===== config.mk =====
export PLATFORM = sky130hd
export DESIGN_NAME = demux1_16_16bit_hs
export DESIGN_NICKNAME = d
export VERILOG_FILES = /design/src/rtl/mopshub_demux_pkg.sv /design/src/rtl/demux_timeout_cnt.sv /design/src/rtl/demux1_16_16bit_hs.sv
export SDC_FILE = /design/constraint.sdc
export NUM_CORES = 1
export LEC_CHECK = 0
export BUFFER_PORTS_ARGS = -buffer_cell sky130_fd_sc_hd__buf_2
export CAP_MARGIN = 0
export CELL_PAD_IN_SITES_DETAIL_PLACEMENT = 1
export CELL_PAD_IN_SITES_GLOBAL_PLACEMENT = 2
export CORE_MARGIN = 3
export CORE_UTILIZATION = 32
export CTS_CLUSTER_DIAMETER = 60
export DETAILED_ROUTE_END_ITERATION = 12
export PLACE_DENSITY = 0.92
export SLEW_MARGIN = 20
export SYNTH_ARGS = -nofsm -noshare
export SYNTH_HDL_FRONTEND = slang
export SYNTH_SLANG_ARGS = --single-unit

===== constraint.sdc =====
create_clock -name clk -period 3.5 [get_ports clk]
set_input_delay 0.7 -clock clk [delete_from_list [all_inputs] [get_ports clk]]
set_output_delay 0.7 -clock clk [all_outputs]
set_load 0.01 [all_outputs]

===== src/rtl/mopshub_demux_pkg.sv =====
// Shared constants and FSM state type for the 1-to-16 handshaked demultiplexer.
// The block distributes 16-bit words to 16 channels.
package mopshub_demux_pkg;

    localparam int NUM_CH = 16;
    localparam int DATA_W = 16;
    localparam int SEL_W  = 5;

    typedef enum logic [1:0] {
        IDLE  = 2'd0,
        DRIVE = 2'd1,
        DONE  = 2'd2
    } state_t;

endpackage


===== src/rtl/demux_timeout_cnt.sv =====
// Acknowledge-timeout counter. Clear has priority over enable.
// o_tc is high while the count sits at TIMEOUT_CYC-1.
module demux_timeout_cnt #(
    parameter int TO_W        = 16,
    parameter int TIMEOUT_CYC = 1000
) (
    input  logic clk,
    input  logic rst,
    input  logic i_clear,
    input  logic i_enable,
    output logic o_tc
);

    localparam logic [TO_W-1:0] TC_VAL = TO_W'(TIMEOUT_CYC - 1);

    logic [TO_W-1:0] r_cnt;

    always_ff @(posedge clk) begin
        if (!rst) begin
            r_cnt <= '0;
        end else if (i_clear) begin
            r_cnt <= '0;
        end else if (i_enable) begin
            r_cnt <= r_cnt + 1'b1;
        end
    end

    assign o_tc = (r_cnt == TC_VAL);

endmodule


===== src/rtl/demux1_16_16bit_hs.sv =====
// 1-to-16 demultiplexer for 16-bit words with a per-channel valid/ack handshake.
// A word waits for an ack on its channel, with a timeout.
module demux1_16_16bit_hs
    import mopshub_demux_pkg::*;
#(
    parameter int TIMEOUT_CYC = 1000,
    parameter int TO_W        = 16
) (
    input  logic                     clk,
    input  logic                     rst,
    input  logic [DATA_W-1:0]        data_in,
    input  logic [SEL_W-1:0]         sel,
    input  logic                     in_valid,
    output logic                     in_ready,
    output logic [NUM_CH*DATA_W-1:0] data_out,
    output logic [NUM_CH-1:0]        out_valid,
    input  logic [NUM_CH-1:0]        out_ack,
    output logic                     busy,
    output logic                     err_sel,
    output logic                     err_timeout,
    output logic [SEL_W-1:0]         err_chan,
    output logic [1:0]               dbg_state
);

    // Upstream handshake: a word is consumed on a rising edge where in_valid
    // and in_ready are both high; in_ready is high only in IDLE outside reset.
    state_t                     r_state;
    state_t                     w_next;
    logic [NUM_CH*DATA_W-1:0]   r_data_out;
    logic [NUM_CH-1:0]          r_out_valid;
    logic [3:0]                 r_chan;
    logic                       r_err_sel;
    logic                       r_err_timeout;
    logic [SEL_W-1:0]           r_err_chan;
    logic                       w_sel_ok;
    logic                       w_ack;
    logic                       w_tc;
    logic                       w_cnt_clear;
    logic                       w_cnt_en;

    assign w_sel_ok = (sel[SEL_W-1] == 1'b0);
    assign w_ack    = out_ack[r_chan];

    demux_timeout_cnt #(
        .TO_W        (TO_W),
        .TIMEOUT_CYC (TIMEOUT_CYC)
    ) u_timeout_cnt (
        .clk      (clk),
        .rst      (rst),
        .i_clear  (w_cnt_clear),
        .i_enable (w_cnt_en),
        .o_tc     (w_tc)
    );

    always_ff @(posedge clk) begin
        if (!rst) begin
            r_state <= IDLE;
        end else begin
            r_state <= w_next;
        end
    end

    always_comb begin
        w_next      = r_state;
        w_cnt_clear = 1'b0;
        w_cnt_en    = 1'b0;
        case (r_state)
            IDLE: begin
                if (in_valid && w_sel_ok) begin
                    w_next      = DRIVE;
                    w_cnt_clear = 1'b1;
                end
            end
            DRIVE: begin
                w_cnt_en = 1'b1;
                if (w_ack || w_tc) begin
                    w_next = DONE;
                end
            end
            DONE:    w_next = IDLE;
            default: w_next = IDLE;
        endcase
    end

    // Ack is checked before the terminal count so a coincident ack completes normally.
    always_ff @(posedge clk) begin
        if (!rst) begin
            r_data_out    <= '0;
            r_out_valid   <= '0;
            r_chan        <= '0;
            r_err_sel     <= 1'b0;
            r_err_timeout <= 1'b0;
            r_err_chan    <= '0;
        end else begin
            r_err_sel     <= 1'b0;
            r_err_timeout <= 1'b0;
            case (r_state)
                IDLE: begin
                    if (in_valid) begin
                        if (w_sel_ok) begin
                            r_data_out[{sel[3:0], 4'b0000} +: DATA_W] <= data_in;
                            r_out_valid <= NUM_CH'(1) << sel[3:0];
                            r_chan      <= sel[3:0];
                        end else begin
                            r_err_sel  <= 1'b1;
                            r_err_chan <= sel;
                        end
                    end
                end
                DRIVE: begin
                    if (w_ack) begin
                        r_out_valid <= '0;
                    end else if (w_tc) begin
                        r_out_valid   <= '0;
                        r_err_timeout <= 1'b1;
                        r_err_chan    <= {1'b0, r_chan};
                    end
                end
                default: ;
            endcase
        end
    end

    assign in_ready    = rst && (r_state == IDLE);
    assign busy        = (r_state == DRIVE);
    assign data_out    = r_data_out;
    assign out_valid   = r_out_valid;
    assign err_sel     = r_err_sel;
    assign err_timeout = r_err_timeout;
    assign err_chan    = r_err_chan;
    assign dbg_state   = r_state;

endmodule


==> flow_summary_export.csv, run 1 <==
group,metric,value,unit
worst_setup_path,startpoint_type,"input pin",
drt,wirelength,40.1,mm
worst_setup_path,crit_path_max_fanout,16,
cells_and_area,synthToLayoutAreaGrowth,27.3,%
synth,synth_cell_types,50,
pwr,finalPower,7670,uW
synth,synth_ff_type,"dfxtp_1",
pwr,ir_drop,0.305,mV
worst_setup_path,slowest_delay,0.60,ns
clock_tree,cts_buffer_depth,3,
cells_and_area,antenna_cells,0,
min_path,min_from,"data_out[255]$_SDFFE_PN0P_",
worst_setup_path,path_buf_inv,3,
global_route,grt_usage,19.6,%
drt,route.detailed.wl_per_inst,19.8,um
sta,rsz0062_at_grt,"no",
die,fp-row-count,70,
drt,ant_nets,0,
placed_design,postPlaceCellArea,14000,sq um
placed_design,portBuffers,322,
global_route,gr-total-overflow,0,
drt,dr.first_iter.drc_count,406,
synth,yosysWarningCount,0,
clock_tree,cts_setup_buffers,0,
pwr,powerDensity,505,nW/um^2
placed_design,gp_congestion,0.771,
sta,fin_crit_sh,81.6,%
synth,synth_top_area_share,50.5,%
sta,final_hold_viol_count,0,
cells_and_area,fin_nets,1577,
min_path,worst_hold_path_type,"reg -> reg",
worst_setup_path,end_kind,"flop",
synth,ys_ff_latch,301,
synth,syn_inst,1239,
drt,dr.pass1.iters,4,
worst_setup_path,crit_chain,"buf_2, inv_1, ha_1, ha_1, or4_4, nor4_4, buf_4, mux2i_1, nor2b_1",
clock_tree,clk_pin_slew,0.06,ns
min_path,min_path_cells,2,
drt,num_vias,9796,
sta,setup_viol,0,
placed_design,hpwl,27.2,mm
clock_tree,cts_resized,0,
synth,synth_area_leaders,"dfxtp_1, mux2i_1, nor2b_1",
clock_tree,clock_sinks,301,
pwr,power_leakage,0.00637,uW
sta,period_needed,2.85,ns
synth,yosysSeqAreaShare,50.5,%
synth,syn_nets,1286,
cells_and_area,layout-drive-gt1-share,26.7,%
clock_tree,insertion_delay,0.52,ns
die,die_h,199,um
worst_setup_path,r2r-end,"out_valid[3]$_SDFFE_PN0P_",
worst_setup_path,cpLargestDelayFamily,"simple AND/OR/NAND/NOR gates",
clock_tree,numCtsBuffers,36,
die,die_w,199,um
sta,setup_tns,0,ns
die,fp.coreArea,36700,sq um
global_route,antenna_found_initial,0,
global_route,grt_pass1_vias,10200,
clock_tree,ctsHtreeMaxLevel,2,
clock_tree,cts_tree,"yes",
drt,post_drt_via_cell_ratio,4.84,
synth,mappedNetlistArea,11900,sq um
worst_setup_path,cp_slowest_cell,"or4_4",
synth,synth_edf_count,0,
clock_tree,cts-root-buf,"clkbuf_16",
sta,finClkSkew,0.0221,ns
worst_setup_path,reg2reg_setup_slack,0.75,ns
min_path,hold-path-endpoint,"data_out[255]$_SDFFE_PN0P_",
sta,worstMarginPinSlew,0.996,ns
die,io_pins,323,
worst_setup_path,arrival,3.26,ns
global_route,grt_max_degree,257,
drt,drc_errors,0,
die,start_util,32.5,%
cells_and_area,nFillCells,4229,
worst_setup_path,worstRegToRegCells,5,
worst_setup_path,cpMostUsedCell,"ha_1",
synth,syn_area_per_cell,9.64,sq um
worst_setup_path,reg2reg_from,"r_chan[1]$_SDFFE_PN0P_",
die,dieArea,39700,sq um
cells_and_area,design_area,15200,sq um
sta,max_freq,350,MHz
worst_setup_path,cp.required,3.91,ns
sta,drv_slew,0,
sta,relSlewSlack,33.6,%
run_status,status,"complete, no violations",
global_route,grt_pass1_wl,60.6,mm
clock_tree,cts_hold_buf,0,
run,max_cap_violations,0,
worst_setup_path,crit_type,"in -> reg",
synth,async_reset_ff_share,0,%
synth,synth_top_cell_by_area,"dfxtp_1",
[sequential cells by signal, indices dropped and copies added, names as in the netlist]
signal               flops
dbg_state                2
data_out               256
r_chan                   4
err_sel                  1
out_valid               16
err_timeout              1
u_timeout_cnt.r_cnt     16
err_chan                 5
[cell usage after synthesis, types with 2 or more instances]
master,number
nand3_1,40
nor3_1,5
buf_2,6
nand2_1,233
mux2i_1,166
mux4_2,3
and2_1,3
nor4_1,2
and3_1,4
buf_1,2
a21boi_0,100
nand4_1,5
o21ai_0,10
nor2b_1,167
ha_1,7
xnor2_1,7
nand2b_1,5
nor2_1,25
inv_1,7
a22o_1,4
a21oi_1,5
or2_2,3
dfxtp_1,301
xor2_1,7
clkbuf_1,81
nor3_2,3
o221ai_1,12
or3_1,4
[how the worst max path moves through the flow]
stage	start	endpoint	slack, ns	cells after the start
floorplan	sel[2]	data_out[118]$_SDFFE_PN0P_	0.57	9
global placement	sel[0]	data_out[9]$_SDFFE_PN0P_	0.33	9
detailed placement	sel[0]	data_out[14]$_SDFFE_PN0P_	0.12	9
CTS	sel[0]	data_out[15]$_SDFFE_PN0P_	0.65	9
global route	sel[0]	data_out[15]$_SDFFE_PN0P_	0.51	9
finish	sel[0]	data_out[15]$_SDFFE_PN0P_	0.65	9
[stage by stage]
stage / hold slack [ns] / utilization [%] / instances / worst slack (ns)
after floorplan: 0.449 / - / 1239 / 0.568
after global placement: 0.444 / 38.1 / 1960 / 0.325
after detailed placement: 0.456 / 38.1 / 1960 / 0.124
after CTS: 0.464 / 41.4 / 2023 / 0.651
after global routing: 0.493 / 41.4 / 2023 / 0.514
final: 0.458 / 41.4 / 2023 / 0.646
[area by class of cell]
cell class | count | area, sq um | area share (%)
Clock buffer | 56 | 1110 | 7.29
Timing Repair Buffer | 344 | 1800 | 11.8
Clock inverter | 7 | 101 | 0.667
Tap cell | 468 | 586 | 3.85
Multi-Input combinational cell | 840 | 5560 | 36.6
Inverter | 7 | 26.3 | 0.173
Sequential cell | 301 | 6030 | 39.6
[worst reg2reg max path, stage by stage (launching register included)]
cell and delay [ns]:
dfxtp_1 0.58, mux4_2 0.57, mux2_2 0.31, a22oi_1 0.23, nand3_1 0.52, o221ai_1 0.40
[routing by layer]
layer	wire length, um	GRT usage, %
met1	17000	24.0
met2	18400	32.1
met3	3540	7.40
met4	1210	6.45
met5	0	0
[cells in the final DEF, fill, tap and decap left out, drive strengths merged, types with 4 or more instances in the layout]
master  count
buf       344
dfxtp     301
nand2     233
nor2b     167
mux2i     166
a21boi    100
clkbuf     56
nand3      40
nor2       26
o221ai     12
o21ai      10
nor3        8
inv         7
xnor2       7
xor2        7
ha          7
nand2b      5
a21oi       5
nand4       5
or3         4
a22o        4
and3        4
and2        4
[logic make-up (layout without fill, tap and decap cells)]
family / after synthesis / count (layout) / share of synthesized area, %
buffers and inverters: 98 / 414 / 3.24
xor gates and xnor gates: 14 / 14 / 1.03
DFF: 301 / 301 / 50.5
AOI/OAI and AO/OA: 139 / 139 / 8.65
and+or+nand+nor: 510 / 510 / 21.3
adders and majority gates: 7 / 7 / 0.733
muxes: 170 / 170 / 14.6
[where the power goes]
part | switching (uW) | total [uW] | internal [uW]
registers | 21.7 | 3480 | 3460
clock network | 1440 | 3770 | 2320
logic | 274 | 423 | 148
Note: power is estimated with default switching activity, not from simulation.
==> inputs of run 2 (changes only) <==
Settings changed: ABC_AREA set to 1, CORE_UTILIZATION 32 to 26, PLACE_DENSITY 0.92 to 0.87.
Clock period 3.5 ns to 2.3 ns, I/O delays scaled along.
==> run 2 against run 1 <==
- critical path type is now reg -> out
- sequential share of layout area fell by 0.50 points
- combinational power up 130%
- via count up 15%
- first-iteration DRC count rose by 34%
- global-route usage is 0.35 points lower
- design area rose by 1.3%
- clock skew grew 0.0013 ns
- non-clock buffer count up 48
- clock power grew 56%
- critical path depth down 5
- count of clock-buffer cells in the layout shrank 5
==> flow_summary_export.csv, run 2 <==
group,metric,value,unit
synth,syn_nets,1506,
die,die_h,216,um
drt,route.detailed.wl_per_inst,19.3,um
cells_and_area,fin_nets,1831,
worst_setup_path,crit_path_max_fanout,8,
synth,yosysWarningCount,0,
clock_tree,numCtsBuffers,38,
placed_design,hpwl,32.4,mm
worst_setup_path,crit_type,"reg -> out",
pwr,finalPower,12200,uW
sta,worstMarginPinSlew,0.595,ns
min_path,min_from,"data_in[11]",
cells_and_area,layout-drive-gt1-share,26.5,%
sta,period_needed,2.11,ns
pwr,power_leakage,0.00701,uW
clock_tree,cts_tree,"yes",
placed_design,dp_cells,2329,
sta,final_hold_viol_count,0,
sta,setup_tns,0,ns
cells_and_area,antenna_cells,0,
drt,post_drt_via_cell_ratio,4.69,
worst_setup_path,cp.required,1.84,ns
global_route,gr-total-overflow,0,
pwr,powerDensity,793,nW/um^2
cells_and_area,final-seq-area,6030,sq um
drt,ant_nets,0,
worst_setup_path,crit_chain,"inv_1, nand2_1, clkinvlp_4, buf_2",
sta,drv_slew,0,
sta,rsz0062_at_grt,"no",
global_route,grt_pass1_vias,11700,
synth,synth_cell_types,37,
synth,mappedNetlistArea,11500,sq um
synth,synth_ff_type,"dfxtp_1",
global_route,grt_pass1_wl,70.5,mm
clock_tree,clk_pin_slew,0.06,ns
sta,setup_viol,0,
placed_design,postPlaceCellArea,14200,sq um
sta,max_freq,474,MHz
global_route,grt_usage,19.3,%
clock_tree,insertion_delay,0.56,ns
synth,async_reset_ff_share,0,%
sta,finClkSkew,0.0234,ns
worst_setup_path,reg2reg_from,"dbg_state[1]$_SDFFE_PN0P_",
clock_tree,cts_hold_buf,0,
die,dieArea,46800,sq um
min_path,min_path_cells,3,
die,fp.coreArea,43400,sq um
sta,relSlewSlack,60.3,%
cells_and_area,stdcell_count,2393,
worst_setup_path,slowest_delay,0.39,ns
drt,num_vias,11200,
synth,yosys-top-cells-count,"dfxtp_1, nor2_1, nand2_1",
worst_setup_path,reg2reg_setup_slack,0.29,ns
cells_and_area,largest_reg_flops,256,
worst_setup_path,worstRegToRegCells,8,
worst_setup_path,cp_slowest_cell,"dfxtp_1",
synth,syn_area_per_cell,7.88,sq um
global_route,antenna_found_initial,0,
cells_and_area,synthToLayoutAreaGrowth,34.0,%
worst_setup_path,end_kind,"primary output",
placed_design,gp_congestion,0.811,
die,io_pins,323,
sta,fin_crit_sh,91.8,%
drt,drc_errors,0,
clock_tree,ctsHtreeMaxLevel,2,
run,max_cap_violations,0,
die,start_util,26.5,%
clock_tree,cts-root-buf,"clkbuf_16",
synth,ys_ff_latch,301,
worst_setup_path,arrival,1.65,ns
die,fp-row-count,76,
synth,synth_area_leaders,"dfxtp_1, a21oi_1, nor2_1",
synth,yosysMostFrequentCell,"dfxtp_1",
min_path,hold-path-endpoint,"data_out[251]$_SDFFE_PN0P_",
synth,yosysSeqAreaShare,52.4,%
cells_and_area,nFillCells,5342,
global_route,grt_max_degree,152,
clock_tree,cts_buffer_depth,3,
cells_and_area,multi_input_area,4560,sq um
min_path,worst_hold_path_type,"in -> reg",
drt,dr.first_iter.drc_count,545,
drt,wirelength,46.2,mm
synth,syn_inst,1459,
placed_design,portBuffers,322,
die,die_w,216,um
run_status,status,"complete, no violations",
synth,synth_top_area_share,52.4,%
worst_setup_path,startpoint_type,"flop",
cells_and_area,design_area,15400,sq um
clock_tree,clock_sinks,301,
worst_setup_path,r2r-end,"data_out[241]$_SDFFE_PN0P_",
cells_and_area,final_common_cell,"buf_2",
drt,dr.pass1.iters,4,
pwr,ir_drop,0.382,mV
synth,synth_edf_count,0,
synth,synth_top_cell_by_area,"dfxtp_1",
cells_and_area,layout_common_cells,"buf_2, dfxtp_1, nor2_1, nand2_1, a21oi_1",
==> run 2: cell count changes in the layout (fill, tap and decap cells not counted), sizes merged, moves of 45 or more <==
cell    change
buf        +48
o21ai     +136
mux2i     -166
a211oi     +81
nor2b     -167
nor3       +47
nand2      -45
a21oi     +166
inv       +121
a21boi    -100
nor2      +195
==> run 2: worst max path at each step <==
| stage | cells past startpoint | startpoint | end |
|---|---|---|---|
| floorplan | 10 | sel[0] | data_out[176]$_SDFFE_PN0P_ |
| global placement | 9 | sel[0] | data_out[63]$_SDFFE_PN0P_ |
| detailed placement | 11 | sel[0] | data_out[236]$_SDFFE_PN0P_ |
| CTS | 4 | dbg_state[1]$_SDFFE_PN0P_ | busy |
| global route | 4 | dbg_state[1]$_SDFFE_PN0P_ | busy |
| finish | 4 | dbg_state[1]$_SDFFE_PN0P_ | busy |
==> run 2: worst max-delay path: cells and delay by family (launching register included) <==
family / cells / cell delay [ns]
buf+inv: 3 / 0.51
flops: 1 / 0.39
simple gates: 1 / 0.21
==> run 2: metal layers <==
metal | global-route usage (%) | part of all wire [%] | routed length, um
met5 | 0 | 0 | 0
met4 | 6.61 | 2.8 | 1280
met3 | 4.18 | 5.3 | 2450
met2 | 32.2 | 47 | 21800
met1 | 24.8 | 45 | 20700
==> run 2: repair_timing <==
action	in CTS	in global routing
setup buffers	0	0
gates resized for setup	0	1
setup endpoints to repair	0	1
==> run 2: layout make-up <==
cell class                 count  share of cell area [%]
multi-input combinational    925                    29.6
clock buffer                  51                    6.82
inverter                     126                    3.13
timing repair buffer         392                    15.4
sequential                   301                    39.1
tap                          585                    4.75
clock inverter                13                    1.11
==> run 2: logic make-up after synthesis <==
family	Yosys count	share of synthesized area, %
compound gates	402	19.5
xor+xnor	4	0.305
fa+ha+maj	7	0.762
buf+inv	233	8.05
flops	301	52.4
simple gates	512	18.9
==> run 2: power breakdown <==
group	total, uW	switching [uW]	internal [uW]
Combinational	974	669	305
Clock	5880	2340	3550
Sequential	5350	49.5	5300
==> run 2: through the flow <==
stage               hold WS [ns]  utilization [%]  setup slack, ns
floorplan                  0.458                -           0.0553
global placement           0.442             32.7           -0.106
detailed placement         0.445             32.7           -0.123
CTS                        0.174             35.5           0.0788
global route               0.205             35.5           0.0472
finish                     0.209             35.5            0.189
